===== config.mk =====
export PLATFORM = sky130hd
export DESIGN_NAME = mem_stage_lsu_flat
export DESIGN_NICKNAME = d
export VERILOG_FILES = /design/src/rtl/mem_stage_lsu_pkg.sv /design/src/rtl/mem_stage_lsu_if.sv /design/src/rtl/mem_stage_lsu_load_align.sv /design/src/rtl/mem_stage_lsu.sv /design/src/flat_wrapper.sv
export SDC_FILE = /design/constraint.sdc
export NUM_CORES = 1
export LEC_CHECK = 0
export BUFFER_PORTS_ARGS = -buffer_cell sky130_fd_sc_hd__buf_2
export CAP_MARGIN = 0
export CELL_PAD_IN_SITES_DETAIL_PLACEMENT = 0
export CELL_PAD_IN_SITES_GLOBAL_PLACEMENT = 1
export CORE_MARGIN = 2
export CORE_UTILIZATION = 28
export CTS_BUF_LIST = sky130_fd_sc_hd__clkbuf_4 sky130_fd_sc_hd__clkbuf_8 sky130_fd_sc_hd__clkbuf_16
export CTS_CLUSTER_DIAMETER = 30
export DETAILED_ROUTE_END_ITERATION = 7
export MAX_ROUTING_LAYER = met4
export PLACE_DENSITY = 0.87
export SYNTH_ARGS = -nofsm -noshare
export SYNTH_HDL_FRONTEND = slang
export SYNTH_SLANG_ARGS = --single-unit

===== constraint.sdc =====
create_clock -name clk -period 2.1 [get_ports clk]
set_input_delay 0.105 -clock clk [delete_from_list [all_inputs] [get_ports clk]]
set_output_delay 0.105 -clock clk [all_outputs]
set_load 0.05 [all_outputs]

===== src/rtl/mem_stage_lsu_pkg.sv =====
// Shared encodings and helpers for the memory-stage load/store unit.
// Opcodes, func3 size codes, FSM state type and access legality checks.
package mem_stage_lsu_pkg;

    localparam logic [6:0] OPCODE_LOAD  = 7'b0000011;
    localparam logic [6:0] OPCODE_STORE = 7'b0100011;

    localparam logic [2:0] F3_B  = 3'b000;
    localparam logic [2:0] F3_H  = 3'b001;
    localparam logic [2:0] F3_W  = 3'b010;
    localparam logic [2:0] F3_BU = 3'b100;
    localparam logic [2:0] F3_HU = 3'b101;

    typedef enum logic [1:0] {
        IDLE = 2'd0,
        REQ  = 2'd1,
        WAIT = 2'd2
    } lsu_state_t;

    function automatic logic legal_f3(input logic is_store, input logic [2:0] func3);
        if (is_store)
            return func3 inside {F3_B, F3_H, F3_W};
        else
            return func3 inside {F3_B, F3_H, F3_W, F3_BU, F3_HU};
    endfunction

    // func3[1:0] carries the access size for every legal encoding
    function automatic logic misaligned(input logic [2:0] func3, input logic [1:0] addr_lo);
        case (func3[1:0])
            2'b01:   return addr_lo[0];
            2'b10:   return addr_lo != 2'b00;
            default: return 1'b0;
        endcase
    endfunction

endpackage


===== src/rtl/mem_stage_lsu_if.sv =====
// Data-memory port: req/ready request handshake plus rvalid load return.
interface mem_stage_lsu_if;
    logic        req;
    logic        we;
    logic [31:0] addr;
    logic [31:0] wdata;
    logic [3:0]  wstrb;
    logic        ready;
    logic        rvalid;
    logic [31:0] rdata;

    modport master (
        output req, we, addr, wdata, wstrb,
        input  ready, rvalid, rdata
    );

    modport slave (
        input  req, we, addr, wdata, wstrb,
        output ready, rvalid, rdata
    );
endinterface


===== src/rtl/mem_stage_lsu_load_align.sv =====
// Load alignment: picks the addressed byte/half lane from the returned word
// and sign- or zero-extends it according to func3.
module mem_stage_lsu_load_align
    import mem_stage_lsu_pkg::*;
(
    input  logic [31:0] rdata,
    input  logic [1:0]  addr_lo,
    input  logic [2:0]  func3,
    output logic [31:0] value
);

    logic [31:0] shifted;

    assign shifted = rdata >> {addr_lo, 3'b000};

    always_comb begin
        value = rdata;
        case (func3)
            F3_B:    value = {{24{shifted[7]}}, shifted[7:0]};
            F3_H:    value = {{16{shifted[15]}}, shifted[15:0]};
            F3_BU:   value = {24'h000000, shifted[7:0]};
            F3_HU:   value = {16'h0000, shifted[15:0]};
            default: value = rdata;
        endcase
    end

endmodule


===== src/rtl/mem_stage_lsu.sv =====
// Memory stage of the 5-stage core: issues loads/stores on the data-memory port,
// stalls the pipeline while an access is outstanding and drives the MEM/WB register.
module mem_stage_lsu
    import mem_stage_lsu_pkg::*;
(
    input  logic                   clk,
    input  logic                   rst_n,
    input  logic                   ex_valid,
    input  logic [6:0]             ex_opcode,
    input  logic [2:0]             ex_func3,
    input  logic [31:0]            ex_result_alu,
    input  logic [31:0]            ex_store_data,
    input  logic [4:0]             ex_wb_rd,
    input  logic                   ex_wb_reg_file,
    mem_stage_lsu_if.master        dmem,
    output logic                   mem_stall,
    output logic                   mem_exc,
    output logic [31:0]            data_forward_mem,
    output logic                   wb_valid,
    output logic [4:0]             wb_rd,
    output logic                   wb_reg_file,
    output logic [31:0]            wb_data
);

    lsu_state_t  state, state_next;
    logic        is_load, is_store, mem_op, bad_op, legal_op;
    logic        req, we, completion;
    logic [3:0]  wstrb;
    logic [31:0] wdata;
    logic [31:0] load_value;

    assign is_load  = ex_valid && (ex_opcode == OPCODE_LOAD);
    assign is_store = ex_valid && (ex_opcode == OPCODE_STORE);
    assign mem_op   = is_load || is_store;
    assign bad_op   = mem_op && (!legal_f3(is_store, ex_func3) ||
                                 misaligned(ex_func3, ex_result_alu[1:0]));
    assign legal_op = mem_op && !bad_op;

    always_ff @(posedge clk or negedge rst_n) begin
        if (!rst_n)
            state <= IDLE;
        else
            state <= state_next;
    end

    always_comb begin
        state_next = state;
        case (state)
            IDLE: begin
                if (legal_op) begin
                    if (!dmem.ready)
                        state_next = REQ;
                    else if (is_load)
                        state_next = WAIT;
                end
            end
            REQ: begin
                if (dmem.ready)
                    state_next = is_load ? WAIT : IDLE;
            end
            WAIT: begin
                if (dmem.rvalid)
                    state_next = IDLE;
            end
            default: state_next = IDLE;
        endcase
    end

    // ex_* is held by the upstream stall, so request fields stay stable in REQ
    always_comb begin
        req   = 1'b0;
        we    = 1'b0;
        wstrb = 4'b0000;
        wdata = ex_store_data;
        case (state)
            IDLE:    req = legal_op;
            REQ:     req = 1'b1;
            default: req = 1'b0;
        endcase
        case (ex_func3)
            F3_B:    wdata = {4{ex_store_data[7:0]}};
            F3_H:    wdata = {2{ex_store_data[15:0]}};
            default: wdata = ex_store_data;
        endcase
        if (req && is_store) begin
            we = 1'b1;
            case (ex_func3)
                F3_B:    wstrb = 4'b0001 << ex_result_alu[1:0];
                F3_H:    wstrb = 4'b0011 << ex_result_alu[1:0];
                default: wstrb = 4'b1111;
            endcase
        end
    end

    assign dmem.req   = req;
    assign dmem.we    = we;
    assign dmem.addr  = {ex_result_alu[31:2], 2'b00};
    assign dmem.wdata = wdata;
    assign dmem.wstrb = wstrb;

    assign completion       = (is_store && req && dmem.ready) || (state == WAIT && dmem.rvalid);
    assign mem_stall        = legal_op && !completion;
    assign mem_exc          = bad_op && (state == IDLE);
    assign data_forward_mem = ex_result_alu;

    mem_stage_lsu_load_align u_load_align (
        .rdata   (dmem.rdata),
        .addr_lo (ex_result_alu[1:0]),
        .func3   (ex_func3),
        .value   (load_value)
    );

    // Memory ops bubble the WB register until they complete; faulting ops never write rd
    always_ff @(posedge clk or negedge rst_n) begin
        if (!rst_n) begin
            wb_valid    <= 1'b0;
            wb_rd       <= 5'd0;
            wb_reg_file <= 1'b0;
            wb_data     <= 32'd0;
        end else if (legal_op) begin
            if (completion) begin
                wb_valid    <= 1'b1;
                wb_rd       <= ex_wb_rd;
                wb_reg_file <= is_load && ex_wb_reg_file && (ex_wb_rd != 5'd0);
                wb_data     <= is_load ? load_value : ex_result_alu;
            end else begin
                wb_valid    <= 1'b0;
                wb_reg_file <= 1'b0;
            end
        end else begin
            wb_valid    <= ex_valid;
            wb_rd       <= ex_wb_rd;
            wb_reg_file <= ex_valid && !bad_op && ex_wb_reg_file && (ex_wb_rd != 5'd0);
            wb_data     <= ex_result_alu;
        end
    end

endmodule


===== src/flat_wrapper.sv =====
// flat-port wrapper written by rule: the top's interface ports become plain ports
module mem_stage_lsu_flat import mem_stage_lsu_pkg::*;
  (clk, rst_n, ex_valid, ex_opcode, ex_func3, ex_result_alu, ex_store_data, ex_wb_rd, ex_wb_reg_file, mem_stall, mem_exc, data_forward_mem, wb_valid, wb_rd, wb_reg_file, wb_data, dmem_req, dmem_we, dmem_addr, dmem_wdata, dmem_wstrb, dmem_ready, dmem_rvalid, dmem_rdata);
  mem_stage_lsu_if dmem_i ();
  input  logic clk;
  input  logic rst_n;
  input  logic ex_valid;
  input  logic [6:0] ex_opcode;
  input  logic [2:0] ex_func3;
  input  logic [31:0] ex_result_alu;
  input  logic [31:0] ex_store_data;
  input  logic [4:0] ex_wb_rd;
  input  logic ex_wb_reg_file;
  output logic mem_stall;
  output logic mem_exc;
  output logic [31:0] data_forward_mem;
  output logic wb_valid;
  output logic [4:0] wb_rd;
  output logic wb_reg_file;
  output logic [31:0] wb_data;
  output wire logic [$bits(dmem_i.req)-1:0] dmem_req;
  output wire logic [$bits(dmem_i.we)-1:0] dmem_we;
  output wire logic [$bits(dmem_i.addr)-1:0] dmem_addr;
  output wire logic [$bits(dmem_i.wdata)-1:0] dmem_wdata;
  output wire logic [$bits(dmem_i.wstrb)-1:0] dmem_wstrb;
  input wire logic [$bits(dmem_i.ready)-1:0] dmem_ready;
  input wire logic [$bits(dmem_i.rvalid)-1:0] dmem_rvalid;
  input wire logic [$bits(dmem_i.rdata)-1:0] dmem_rdata;
  assign dmem_req = dmem_i.req;
  assign dmem_we = dmem_i.we;
  assign dmem_addr = dmem_i.addr;
  assign dmem_wdata = dmem_i.wdata;
  assign dmem_wstrb = dmem_i.wstrb;
  assign dmem_i.ready = dmem_ready;
  assign dmem_i.rvalid = dmem_rvalid;
  assign dmem_i.rdata = dmem_rdata;
  mem_stage_lsu u_core (.clk(clk), .rst_n(rst_n), .ex_valid(ex_valid), .ex_opcode(ex_opcode), .ex_func3(ex_func3), .ex_result_alu(ex_result_alu), .ex_store_data(ex_store_data), .ex_wb_rd(ex_wb_rd), .ex_wb_reg_file(ex_wb_reg_file), .dmem(dmem_i), .mem_stall(mem_stall), .mem_exc(mem_exc), .data_forward_mem(data_forward_mem), .wb_valid(wb_valid), .wb_rd(wb_rd), .wb_reg_file(wb_reg_file), .wb_data(wb_data));
endmodule

==> results of run 1 <==
[path summary, 6_finish.rpt]
| check | from | endpoint | slack [ps] | cells past startpoint |
|---|---|---|---|---|
| worst max register to register | u_core.state[1] | u_core.wb_data[27] | 260 | 5 |
| min in group asynchronous | rst_n | u_core.wb_data[15] | 240 | 2 |
| worst max-delay path | u_core.state[1] | mem_stall | 90 | 4 |
| max in group asynchronous | rst_n | u_core.wb_data[4] | 1170 | 3 |
| worst min register to register | u_core.wb_rd[1] | u_core.wb_rd[1] | 460 | 2 |
| worst min-delay path | dmem_rvalid | u_core.state[1] | 20 | 2 |
[where the power goes]
part	total (mW)	switching, mW	internal [mW]
registers	0.851	0.0204	0.830
logic	1.21	0.885	0.327
clock network	0.922	0.328	0.594
total	2.99	1.23	1.75
[routing by layer]
layer  track usage, %  up-vias  wire length (um)
li1                 -     1984                 -
met1            21.28     1927              5316
met2            33.50      189              6818
met3            3.391       13               965
met4            5.346        0               218
met5                -        -                 0
[final cells by class]
| class | count | area [sq um] | area share [%] |
|---|---|---|---|
| clock buffers | 6 | 138.9 | 2.830 |
| clock inverters | 2 | 37.54 | 0.7649 |
| inverters | 6 | 27.53 | 0.5609 |
| multi-input cells | 326 | 1893 | 38.58 |
| flip-flops and latches | 41 | 1026 | 20.91 |
| well taps | 172 | 215.2 | 4.386 |
| repair buffers | 287 | 1569 | 31.97 |
[stage by stage]
stage / instance area [sq um] / instances / hold slack (ps)
2_1_floorplan: 3646 / 480 / -190.6
3_3_place_gp: 4705 / 830 / 17.88
3_5_place_dp: 4705 / 830 / 26.73
4_1_cts: 4903 / 840 / 25.91
5_1_grt: 4907 / 840 / 26.42
6_report: 4907 / 840 / 21.72
[kinds of logic after synthesis]
family / share of synthesized area (%)
adder cells (fa/ha/maj): 1.034
AO/OA/AOI/OAI: 25.90
buffers and inverters: 20.22
flip-flops: 28.25
AND/OR/NAND/NOR: 19.19
multiplexers: 5.305
other: 0.1032
[cells in the mapped netlist (2+ instances only)]
master / instances
o21a_1: 2
nor2_1: 27
nor2b_1: 7
o22ai_1: 7
buf_2: 12
o21ai_1: 5
a22oi_1: 15
a22o_1: 8
o2111ai_1: 7
ha_1: 3
mux2_2: 8
a21oi_1: 40
inv_1: 5
mux2i_1: 8
nand2_1: 86
o21ai_0: 45
or4_1: 2
clkbuf_1: 17
nand2b_1: 10
dfrtp_1: 41
a31oi_1: 8
a221oi_1: 7
nand3_1: 9
buf_4: 76
[registers in the layout, summed over array words and instances, names as in the netlist]
name                count
u_core.wb_valid         1
u_core.wb_reg_file      1
u_core.wb_data         32
u_core.state            2
u_core.wb_rd            5
[what timing repair did]
item	in CTS	in global routing
hold buffers	2	0
hold endpoints to repair	14	0
setup endpoints to repair	1	1
pin swaps	0	0
resized for setup	1	2
==> flow_summary.ini, run 1 <==
[clock_tree]
cts_inserted_buffers = 5
cts.sinks = 41
cts_tree = yes
post_cts_buffers = 0
clk_latency_ps = 290
cts.path.max_buffers = 2
clk_pin_slew_ps = 70
cts_htree_levels = 2
clockRootBuffer = clkbuf_16

[cells_and_area]
syn_to_final_growth_pct = 35.10
most-common-layout-cells = buf_2 (256), nand2_1 (86), dfrtp_1 (41)
nets = 787
antennaDiodeCount = 0
final_util_pct = 38.89
drive_gt1_share_pct = 46.86
nFillCells = 1385
final_common_cell = buf_2

[timing]
finalSetupViolations = 0
skew_ps = 11.42
fin_crit_ps = 2006
worst_slack_ps = 93.51
hold_viol = 0
rsz0062_at_grt = no
slew_viol_final = 0
finalCritPeriodShare_pct = 95.55
max_freq_mhz = 498.4
maxSlewHeadroom_pct = 66.24
worst_pin_slew_ps = 505.8
final.setup.tns_ps = 0

[logic_synthesis]
ys_seq_area_share_pct = 28.25
ys.flop_type = dfrtp_1
synth.top_cell.area_share_pct = 28.25
synth_edf_count = 0
ys_ff_latch = 41
synth.distinct_cells = 48
async_flop_share_pct = 100.0
yosysWarnings = 0
synth_top_cell_by_area = dfrtp_1
syn_inst = 479
ys_top_cells_by_area = dfrtp_1 (28%), buf_4 (16%), nand2_1 (8.9%)
syn_area_sq_um = 3632
syn_avg_cell_area_sq_um = 7.583

[route]
ant_nets = 0
dr.first_iter.drc_count = 225
drt-vias-per-instance = 4.896
routed_wl_mm = 13.32
firstDrtPassIters = 4
wl_per_cell_um = 15.86
vias = 4113
drc_errors = 0

[setup_path]
cp-end-kind = output port
cp_slowest_cell = or4_1
max_stage_delay_ps = 580
crit_buf_inv = 2
crit_type = flip-flop to output port
critPathArrivalTime_ps = 1900
cp_max_fo = 6
crit_chain = and3_1 > or4_1 > clkinv_4 > buf_4
worst_ep_required_time_ps = 2000
path_delay_family = simple AND/OR/NAND/NOR gates
cp-start-kind = flip-flop

[placed_design]
pre_cts_ws_ps = 39.93
port_buffers = 257
dp_hpwl_mm = 10.70
routabilityCongestion = 0.8073

[power]
power_mw = 2.985
peakVddDrop_mv = 0.3199
powerDensity_nw_per_um2 = 608.4
leakagePower_nw = 2.508

[global_routing]
grt_pass1_wl_mm = 20.15
overflow = 0
grt_pass1_vias = 3856
antenna_found_initial = 0
grt_usage_pct = 18.70
grt_start_max_net_pins = 34

[floorplan]
fp.dieH_um = 117.9
design.die.area_sq_um = 13900
initial_core_util_pct = 28.78
die_w_um = 117.9
rows = 41
fp.coreArea_sq_um = 12620
io-pin-count = 260

[hold_path]
hp-class = input pin to flip-flop

[outcome]
status = finished clean

[job]
drv_cap = 0
No activity file was read; power rests on OpenSTA's default activity.
==> run 2: changes to the inputs <==
--- a/config.mk
+++ b/config.mk
@@ -15,7 +15,9 @@
 export CTS_CLUSTER_DIAMETER = 30
 export DETAILED_ROUTE_END_ITERATION = 7
 export MAX_ROUTING_LAYER = met4
-export PLACE_DENSITY = 0.87
+export PLACE_DENSITY = 0.85
 export SYNTH_ARGS = -nofsm -noshare
 export SYNTH_HDL_FRONTEND = slang
+export SYNTH_HIERARCHICAL = 1
 export SYNTH_SLANG_ARGS = --single-unit
+export TNS_END_PERCENT = 30
==> run 2 against run 1 <==
Final cell count decreased by 2.0%; critical path type is now input pin to output port; largest cell class unchanged; flip-flop and latch count unchanged; sequential power about the same; clock skew decreased by 5.7 ps; synthesized area increased by 1.2%; critical endpoint unchanged.
==> flow_summary.ini, run 2 <==
[power]
leakagePower_nw = 2.801
peakVddDrop_mv = 0.3458
powerDensity_nw_per_um2 = 608.5
power_mw = 3.006

[logic_synthesis]
ys_seq_area_share_pct = 27.92
ys.flop_type = dfrtp_1
syn_inst = 455
synth.most_common_cell = buf_4
synth_top_cell_by_area = dfrtp_1
synth_edf_count = 0
synth.top_cell.area_share_pct = 27.92
synth.distinct_cells = 48
ys_top_cells_by_area = dfrtp_1 (28%), buf_4 (15%), mux2i_1 (9.8%)
ys_ff_latch = 41
async_flop_share_pct = 100.0
syn_avg_cell_area_sq_um = 8.076
yosysWarnings = 6
yosys-top-cells-count = buf_4 (73), nand2_1 (70), dfrtp_1 (41)
syn_area_sq_um = 3675

[timing]
fin_crit_ps = 1968
holdWs_ps = 67.81
skew_ps = 5.762
final.setup.tns_ps = 0
finalSetupViolations = 0
maxSlewHeadroom_pct = 47.97
max_freq_mhz = 508.1
hold_viol = 0
finalCritPeriodShare_pct = 93.72
rsz0062_at_grt = yes
slew_viol_final = 0
worst_pin_slew_ps = 780.4

[floorplan]
io-pin-count = 260
fp.coreArea_sq_um = 12720
die_w_um = 118.6
rows = 41
fp.dieH_um = 118.6
initial_core_util_pct = 28.88
design.die.area_sq_um = 14060

[cells_and_area]
largest_reg_flops = 32
final_cell_area_sq_um = 4940
regMostFlops = u_core/wb_data
final_util_pct = 38.83
nets = 769
reg_top3 = u_core/wb_data x32, u_core/wb_rd x5, u_core/state x2
syn_to_final_growth_pct = 34.42
drive_gt1_share_pct = 48.15
most-common-layout-cells = buf_2 (256), nand2_1 (70), dfrtp_1 (41)
final_common_cell = buf_2

[setup_path]
cp_max_fo = 5
critPathArrivalTime_ps = 1860
cp-end-kind = output port
cp-start-kind = input pin
crit_type = input pin to output port
worst_ep_required_time_ps = 2000

[global_routing]
grt_usage_pct = 18.18
grt_start_max_net_pins = 40
grt_pass1_wl_mm = 20.02
antenna_found_initial = 1
grt_pass1_vias = 3652
overflow = 0

[outcome]
status = finished clean

[clock_tree]
clk_pin_slew_ps = 60
clockRootBuffer = clkbuf_16
cts_inserted_buffers = 5
cts.sinks = 41
cts.path.max_buffers = 2
clk_latency_ps = 290
cts_htree_levels = 2
cts_tree = yes

[route]
firstDrtPassIters = 5
drt-vias-per-instance = 4.714
drc_errors = 0
dr.first_iter.drc_count = 299
ant_nets = 0
wl_per_cell_um = 15.67
vias = 3880
routed_wl_mm = 12.90

[placed_design]
placed_cell_area_sq_um = 4736
port_buffers = 257
dp_hpwl_mm = 10.44
routabilityCongestion = 0.9492

[hold_path]
hp-class = input pin to flip-flop

[job]
drv_cap = 0
## run 2: worst paths after layout
kind | from | endpoint | slack [ps] | cells after the start
max | dmem_ready | mem_stall | 130 | 7
min | ex_wb_rd[0] | u_core/wb_rd[0] | 70 | 2
max reg2reg | u_core/state[1] | u_core/wb_data[13] | 410 | 5
min reg2reg | u_core/wb_rd[0] | u_core/wb_rd[0] | 500 | 1
max in group asynchronous | rst_n | u_core/wb_data[22] | 1020 | 3
min in group asynchronous | rst_n | u_core/wb_data[28] | 450 | 2
## run 2: through the flow
step	instances	worst slack, ps
final	823	132.0
after global placement	812	89.96
after CTS	822	74.49
after floorplan	456	-75.32
after detailed placement	812	75.04
after global routing	823	-10.05
## run 2: power by group
| part | total [mW] | leakage (nW) | internal [mW] | switching [mW] |
|---|---|---|---|---|
| logic | 1.23 | 2.23 | 0.334 | 0.893 |
| registers | 0.850 | 0.484 | 0.830 | 0.0198 |
| clock network | 0.929 | 0.0875 | 0.607 | 0.322 |
| total | 3.01 | 2.80 | 1.77 | 1.23 |
## run 2: per-layer routing
layer	share of wire, %	track usage, %	vias up
li1	-	-	1916
met1	45	24.87	1787
met2	48	28.99	168
met3	5.9	2.799	9
met4	0.85	2.753	0
met5	0	-	-
## run 2: cell families (layout without fill, tap and decap cells)
| family | count (synthesis) | in the layout | share of synthesized area [%] |
|---|---|---|---|
| and+or+nand+nor | 132 | 132 | 16.07 |
| AOI/OAI and AO/OA | 122 | 122 | 21.93 |
| buffers and inverters | 107 | 301 | 18.86 |
| muxes | 49 | 49 | 14.10 |
| DFF | 41 | 41 | 27.92 |
| adders and majority gates | 3 | 3 | 1.022 |
| other | 1 | 3 | 0.1020 |
## run 2: final cells by class
type | count | area (sq um)
fill | 1395 | 7782
antenna | 1 | 2.502
inverter | 10 | 37.54
sequential | 41 | 1026
multi-input combinational | 308 | 1968
timing repair buffer | 283 | 1514
tap | 172 | 215.2
clock inverter | 1 | 30.03
clock buffer | 7 | 146.4
## run 2: what timing repair did
action / 4_1_cts / 5_1_grt
resized for setup: 0 / 2
hold buffers: 2 / 0
setup buffers: 0 / 0
endpoints found under the hold margin: 31 / 0
setup endpoints to repair: 0 / 10
## run 2: critical path, stage by stage
cell,delay [ps]
dlygate4sd3_1,530
buf_2,140
nor2b_1,130
o21ai_0,270
nand4b_1,310
inv_1,140
clkbuf_4,240
